<file path="config.mk">
export PLATFORM = sky130hd
export DESIGN_NAME = instr_cache
export DESIGN_NICKNAME = d
export VERILOG_FILES = /design/src/rtl/instr_cache_pkg.sv /design/src/rtl/instr_cache_array.sv /design/src/rtl/instr_cache.sv
export SDC_FILE = /design/constraint.sdc
export NUM_CORES = 2
export LEC_CHECK = 0
export BUFFER_PORTS_ARGS = -buffer_cell sky130_fd_sc_hd__buf_2
export CORE_AREA = 2 2 408 410
export DETAILED_ROUTE_END_ITERATION = 7
export DIE_AREA = 0 0 410 412
export PLACE_DENSITY = 0.75
export REMOVE_ABC_BUFFERS = 1
export SYNTH_ARGS = -nofsm -noshare
export SYNTH_HDL_FRONTEND = slang
export SYNTH_SLANG_ARGS = --single-unit
</file>
<file path="constraint.sdc">
create_clock -name clk -period 8.7 [get_ports clk]
set_input_delay 1.305 -clock clk [delete_from_list [all_inputs] [get_ports clk]]
set_output_delay 1.305 -clock clk [all_outputs]
set_load 0.005 [all_outputs]
</file>
<file path="src/rtl/instr_cache_pkg.sv">
// instr_cache_pkg: shared FSM state type and derived address-field widths for the instruction cache.
package instr_cache_pkg;
  typedef enum logic [1:0] {IDLE, REQ, FILL} state_t;
  localparam int DEF_DATA_WIDTH = 32;
  localparam int DEF_ROM_WIDTH = 12;
  localparam int DEF_LINES = 16;
  localparam int DEF_WORDS = 4;
  localparam int OFFSET_BITS = $clog2(DEF_WORDS);
  localparam int INDEX_BITS = $clog2(DEF_LINES);
  localparam int TAG_BITS = DEF_ROM_WIDTH - INDEX_BITS - OFFSET_BITS - 2;
endpackage

</file>
<file path="src/rtl/instr_cache_array.sv">
// icache_array: data/tag/valid storage with a combinational read port and a synchronous write port.
module icache_array #(
  parameter int DATA_WIDTH = 32,
  parameter int LINES = 16,
  parameter int WORDS = 4,
  parameter int TAG_BITS = 4
) (
  input  logic                     clk,
  input  logic                     rst,
  input  logic [$clog2(LINES)-1:0] rd_idx,
  input  logic [$clog2(WORDS)-1:0] rd_off,
  output logic [DATA_WIDTH-1:0]    rd_data,
  output logic [TAG_BITS-1:0]      rd_tag,
  output logic                     rd_valid,
  input  logic                     wr_en,
  input  logic [$clog2(LINES)-1:0] wr_idx,
  input  logic [$clog2(WORDS)-1:0] wr_off,
  input  logic [DATA_WIDTH-1:0]    wr_data,
  input  logic                     tag_en,
  input  logic [TAG_BITS-1:0]      wr_tag,
  input  logic                     set_valid,
  input  logic                     clr_all
);
  logic [DATA_WIDTH-1:0] data_q [LINES][WORDS];
  logic [TAG_BITS-1:0]   tag_q  [LINES];
  logic [LINES-1:0]      valid_q;
  assign rd_data  = data_q[rd_idx][rd_off];
  assign rd_tag   = tag_q[rd_idx];
  assign rd_valid = valid_q[rd_idx];
  always_ff @(posedge clk) begin
    if (wr_en) data_q[wr_idx][wr_off] <= wr_data;
    if (tag_en) tag_q[wr_idx] <= wr_tag;
  end
  // Invalidate wins over a same-edge line validation.
  always_ff @(posedge clk or negedge rst) begin
    if (!rst) valid_q <= '0;
    else if (clr_all) valid_q <= '0;
    else if (set_valid) valid_q[wr_idx] <= 1'b1;
  end
endmodule

</file>
<file path="src/rtl/instr_cache.sv">
// instr_cache: direct-mapped instruction cache with a single-request, multi-beat line refill FSM.
module instr_cache import instr_cache_pkg::*; #(
  parameter int DATA_WIDTH = DEF_DATA_WIDTH,
  parameter int ROM_WIDTH = DEF_ROM_WIDTH,
  parameter int LINES = DEF_LINES,
  parameter int WORDS = DEF_WORDS
) (
  input  logic                  clk,
  input  logic                  rst,
  input  logic [ROM_WIDTH-1:0]  a,
  output logic [DATA_WIDTH-1:0] rd,
  output logic                  stall,
  input  logic                  inv,
  output logic                  mem_req,
  output logic [ROM_WIDTH-1:0]  mem_addr,
  input  logic                  mem_ready,
  input  logic                  mem_valid,
  input  logic [DATA_WIDTH-1:0] mem_rdata
);
  localparam int OFF_W = $clog2(WORDS);
  localparam int IDX_W = $clog2(LINES);
  localparam int TAG_W = ROM_WIDTH - IDX_W - OFF_W - 2;
  state_t state_q, state_d;
  logic [TAG_W+IDX_W-1:0] line_q;
  logic [OFF_W-1:0] beat_q;
  logic pend_q, hit, fill_beat, done, unused_bits;
  logic [DATA_WIDTH-1:0] arr_data;
  logic [TAG_W-1:0] arr_tag;
  logic arr_valid;
  assign unused_bits = ^a[1:0];
  icache_array #(.DATA_WIDTH(DATA_WIDTH), .LINES(LINES), .WORDS(WORDS), .TAG_BITS(TAG_W)) u_array (
    .clk(clk),
    .rst(rst),
    .rd_idx(a[OFF_W+2 +: IDX_W]),
    .rd_off(a[2 +: OFF_W]),
    .rd_data(arr_data),
    .rd_tag(arr_tag),
    .rd_valid(arr_valid),
    .wr_en(fill_beat),
    .wr_idx(line_q[IDX_W-1:0]),
    .wr_off(beat_q),
    .wr_data(mem_rdata),
    .tag_en(done),
    .wr_tag(line_q[TAG_W+IDX_W-1 -: TAG_W]),
    .set_valid(done && !pend_q && !inv),
    .clr_all(inv)
  );
  assign hit       = state_q == IDLE && arr_valid && arr_tag == a[ROM_WIDTH-1 -: TAG_W];
  assign fill_beat = state_q == FILL && mem_valid;
  assign done      = fill_beat && beat_q == OFF_W'(WORDS - 1);
  assign rd        = hit ? arr_data : '0;
  assign stall     = !hit;
  assign mem_req   = state_q == REQ;
  assign mem_addr  = mem_req ? {line_q, {(OFF_W + 2){1'b0}}} : '0;
  always_comb begin
    state_d = state_q;
    state_d = (state_q == IDLE && !hit) ? REQ :
              (state_q == REQ && mem_ready) ? FILL :
              done ? IDLE : state_q;
  end
  // A fence.i during a refill must keep that line from being validated.
  always_ff @(posedge clk or negedge rst) begin
    if (!rst) begin
      state_q <= IDLE;
      line_q  <= '0;
      beat_q  <= '0;
      pend_q  <= 1'b0;
    end else begin
      state_q <= state_d;
      if (state_q == IDLE && !hit) line_q <= a[ROM_WIDTH-1 -: TAG_W+IDX_W];
      if (fill_beat) beat_q <= beat_q + OFF_W'(1);
      pend_q <= !done && (pend_q || (inv && state_q != IDLE));
    end
  end
endmodule

</file>
Word level (Yosys, flattened, before mapping) --
Memory sizes are Yosys's and may differ from the RTL's. Index checks and enable logic that the tools add are counted.
Storage, ports and cells: input bits 49, latch bits 0, output and inout bits 46, flip-flop bits (word level) 29, logic and storage cells 62, bits in read-only memories 0, memories kept 2, memory bits (writable) 2112
Memories:
- u_array.data_q | words 16, bits a word 128, rd ports 1, clocked after Yosys merged registers in 0, write ports 1, RTL line instr_cache_array.sv:24 | logic [DATA_WIDTH-1:0] data_q [LINES][WORDS];
- u_array.tag_q | words 16, bits a word 4, rd ports 1, clocked after Yosys merged registers in 0, write ports 1, RTL line instr_cache_array.sv:25 | logic [TAG_BITS-1:0] tag_q [LINES];
Cells by class: muxes and demuxes 20, bitwise operators 3, add/subtract/negate cells 1, multipliers 0, eq/ne operators 4, magnitude comparators 6, reduce and logical (&&, ||, !) cells 21, shift-type cells 0, div/mod/pow operators 0
Operator list (count):
- 128-bit 2-to-1 mux | 1
- 32-bit 2-to-1 mux | 4
- 32-bit binary-select mux with 2-bit select | 1
- 32-bit demux with 2-bit select | 1
- 16-bit 2-to-1 mux | 2
- 16-bit OR | 1
- 1-bit logical AND | 12
- 12-bit 2-to-1 mux | 1
- 4-bit by 5-bit less-than comparator with 1-bit output (second input constant) | 2
- 3-bit >= comparator (second input constant) | 2
- 2-bit 2-to-1 mux | 3
- 2-bit inverter with 3-bit output | 2
- 1-bit 2-to-1 mux | 5
- 1-bit binary-select mux with 4-bit select | 1
- 1-bit demux with 4-bit select | 1
- 2-bit == test (second input constant) | 2
- 4-bit == test | 1
- 4-bit by 1-bit >= comparator with 1-bit output (second input constant) | 1
- 1-bit zero test | 4
- 2-bit nonzero test | 2
- 3-bit by 1-bit less-than comparator with 1-bit output (second input constant) | 1
- 3-bit nonzero test | 1
- 2-bit by 1-bit adder with 2-bit output (second input constant) | 1
- 2-bit by 1-bit == test with 1-bit output (second input constant) | 1
- other kinds (2) | 2

Depth between registers and ports, before layout --
depth in word-level cells 7, depth in mapped cells 11, gate-level depth less buffers 7

By module --
A second synthesis with hierarchy kept.
Second synthesis, totals: cell total of the unflattened synthesis 3506, area, all modules 81937.3 µm²
Modules (own cells, without submodules):
- icache_array | times used 1, area each 80927.6 µm², cells an instance 3408, sequential area each 63821.2 µm²
- instr_cache | times used 1, area each 1009.7 µm², cells an instance 98, sequential area each 325.3 µm²

Worst setup path after synthesis --
No wires, ideal clock.
path type input port to output port, start point in a[4], end point out rd[11], stages 7, arrival 3.808 ns, data required time 7.395 ns, slack 3.587 ns, buffers on the path 3, cells stage by stage buf_6 buf_2 buf_1 mux4_2 mux4_2 mux4_2 and3_1
On the way: longest elaborated chain between the ends 5, elaborated cells on any way between the ends 11, those cells by class 1 x eq/ne; 6 x mux; 2 x reduce/logical; 2 x memory
RTL lines:
- start: declaration | RTL line instr_cache.sv:10 | input logic [ROM_WIDTH-1:0] a,
- memory 16 x 128 bit / 1-bit binary-select mux with 4-bit select (equally long branches)
- 32-bit binary-select mux with 2-bit select / 1-bit 2-to-1 mux (equally long branches) | RTL line instr_cache_array.sv:27, instr_cache_array.sv:29
- 32-bit 2-to-1 mux (not written as such) / 1-bit logical AND (equally long branches) (2 in a row) | RTL line instr_cache_array.sv:27, instr_cache.sv:48
- 32-bit 2-to-1 mux * | RTL line instr_cache.sv:51 | assign rd = hit ? arr_data : '0;
- end: declaration | RTL line instr_cache.sv:11 | output logic [DATA_WIDTH-1:0] rd,
Mark *: on every way between the ends. The rest lies on a longest branch, timed or not. The select of a mux whose other input is x is not followed.

Final worst setup path --
start point in a[4], end point out rd[18]
Same word-level chain as after synthesis.

==> impl_metrics.ini <==
[status]
outcome = finished clean

[yosys]
syn-cell-area_sq_um = 81950
synth_ff_type = edfxtp_1
synth_top_area_share_pct = 77.39
synth.top_cells.by_area = edfxtp_1, mux4_2, dfrtp_1, buf_2, nor2_1
async_flop_share_pct = 1.355
yosys.area.top_type = edfxtp_1
synth_edf_count = 2112
synth_seq_cells = 2141
ys_types = 38
synth_area_per_cell_sq_um = 24.86
yosys_warnings = 0
ys_seq_area_share_pct = 78.27
synthCells = 3297

[place]
placed_cell_area_sq_um = 85660
gp_congestion = 0.8077
portBuffers = 88
dp_hpwl_microns = 101600

[power_and_ir_drop]
seq_power_share_pct = 53.3
finalPower_mw = 21.91
p_switching_mw = 4.829
power_leakage_nw = 28.56
ir_worst_vdd_mv = 0.1705
p_sw_share_pct = 22.04
intPower_mw = 17.08
clkPwrFrac_pct = 40.2
pwr-share-comb_pct = 6.4
powerDensity_nw_per_um2 = 237.3

[floorplanning]
fp.dieH_microns = 412
core_region_area_sq_um = 164200
die_w_microns = 410
rows = 149
initial_utilization_pct = 49.90
dieArea_sq_um = 168900
ioPinCount = 95

[final_layout]
drive_above_1_share_pct = 33.42
layout_commonest_cell = edfxtp_1
fillers = 11360
final_cell_mix = edfxtp_1, mux4_2, clkbuf_16
design_area_sq_um = 92320
finalNetCount = 3553
areaGrowthSynthToFinish_pct = 12.65

[run]
drv_cap = 0

[route]
post_drt_wl_per_cell_microns = 34.66
route.detailed.drc = 0
top_layer = met5
wl_met1_microns = 74350
drt_iter0_drc = 5781
vias_per_cell = 6.551
dr_wl_met2_microns = 97420
met3WireLength_microns = 25770
ant_nets = 0
first_pass_iters = 6
vias = 38440
drt-total-wl_microns = 203300

[critical_path]
cp.arrival_ns = 4.95
critPathRequiredTime_ns = 7.39
end_kind = output port
critPathKind = in -> out
setup.worst_path.start_class = input port
cp_max_fo = 64

[timing]
timing.hold.ws_ns = 0.5063
period_share_pct = 71.94
fmax_mhz = 159.8
setup_tns_ns = 0
min_period_ns = 6.259
worstMarginPinSlew_ns = 1.310
final_max_slew_viol_count = 0
final-setup-viol-count = 0
slew_headroom_pct = 12.65
rsz0062_at_grt = false
fin_skew_ns = 0.04551
finalHoldViolations = 0

[global_route]
grt_pass1_wl_microns = 287500
grt_pass1_vias = 39050
antenna_found_initial = 15
track_usage_pct = 24.24
grt_max_degree = 148
grt_overflow_total = 0

[clock_network]
cts_buffers = 203
htree_levels = 4
cts_tree = done
cts_hold_buffers = 0
clock_sinks = 2141
cts.path.max_buffers = 3
post-cts-setup-buffers = 0
cts.clk_slew.worst_paths_ns = 0.06
clockRootBuffer = clkbuf_16
insertion_delay_ns = 0.84
post_cts_resized = 0

[min_path]
min_path_type = reg -> reg
cell families after synthesis:
group	count (synthesis)	synth area share [%]
flops	2141	78.27
mux	709	18.95
buf+inv	190	1.064
simple gates	189	1.090
compound gates	54	0.4656
xor+xnor	9	0.09619
fa+ha+maj	4	0.06107
other cells	1	0.004576
cell type report:
| class | count | area, sq um | area share, % |
|---|---|---|---|
| sequential | 2141 | 64150 | 69.48 |
| multi-input combinational | 969 | 17430 | 18.88 |
| clock buffer | 256 | 5373 | 5.820 |
| tap | 2189 | 2739 | 2.967 |
| timing repair buffer | 183 | 1330 | 1.441 |
| clock inverter | 126 | 1289 | 1.396 |
| inverter | 2 | 7.507 | 0.008132 |
| antenna | 1 | 2.502 | 0.002711 |
metal layers:
layer	track usage [%]	vias to the layer above
li1	-	14690
met3	7.049	395
met1	33.34	20630
met2	38.13	2709
met5	0	-
met4	7.068	16
per-stage QoR:
| step | setup WS, ns | utilization, % | std cells |
|---|---|---|---|
| after floorplan | 3.984 | - | 3112 |
| after global placement | 2.448 | 52.15 | 5484 |
| after detailed placement | 2.416 | 52.15 | 5484 |
| after CTS | 2.410 | 56.21 | 5866 |
| after global routing | 2.290 | 56.21 | 5866 |
| final | 2.441 | 56.21 | 5867 |
synthesized netlist by cell type, types with 4 or more instances:
library cell	n
nor2b_1	24
and2_1	8
buf_4	10
a21oi_1	10
xnor2_1	7
a211oi_1	27
mux2i_1	27
dfrtp_1	29
nand2_1	20
nor2_1	93
buf_6	4
buf_2	73
and3_1	26
nand3_1	6
mux2_2	9
buf_1	36
clkbuf_1	65
ha_1	4
edfxtp_1	2112
a31oi_1	9
mux4_2	673
nor3_1	7
power groups by stage:
stage	Sequential [mW]	Combinational, mW	Clock [mW]
floorplan	11.8	0.610	0
detailed placement	11.9	1.38	0
CTS	11.7	1.40	8.90
finish	11.7	1.41	8.82
global placement	11.9	1.35	0
global route	11.7	1.47	9.28
sequential cells by signal, summed over array words and instances (netlist names):
register         count
beat_q               2
line_q               8
pend_q               1
state_q              2
u_array.data_q    2048
u_array.tag_q       64
u_array.valid_q     16
path summary, 6_finish.rpt:
| check | startpoint | endpoint | slack (ns) | cells past startpoint |
|---|---|---|---|---|
| setup / recovery | a[4] | rd[18] | 2.44 | 10 |
| hold / removal | u_array.valid_q[10] | u_array.valid_q[10] | 0.51 | 2 |
| setup reg to reg | line_q[2] | u_array.data_q[7][95] | 5.04 | 4 |
| hold reg to reg | u_array.valid_q[10] | u_array.valid_q[10] | 0.51 | 2 |
| max in group asynchronous | rst | u_array.valid_q[12] | 7.65 | 1 |
| min in group asynchronous | rst | line_q[1] | 0.54 | 1 |
critical path: stages:
cell	delay, ns
buf_8	0.52
mux4_2	0.61
xnor2_1	0.26
nand2_1	0.08
mux4_2	0.51
a211oi_4	0.16
buf_4	0.36
nand2_2	0.26
a211oi_1	0.47
buf_2	0.22
(Power assumes the default switching activity.)
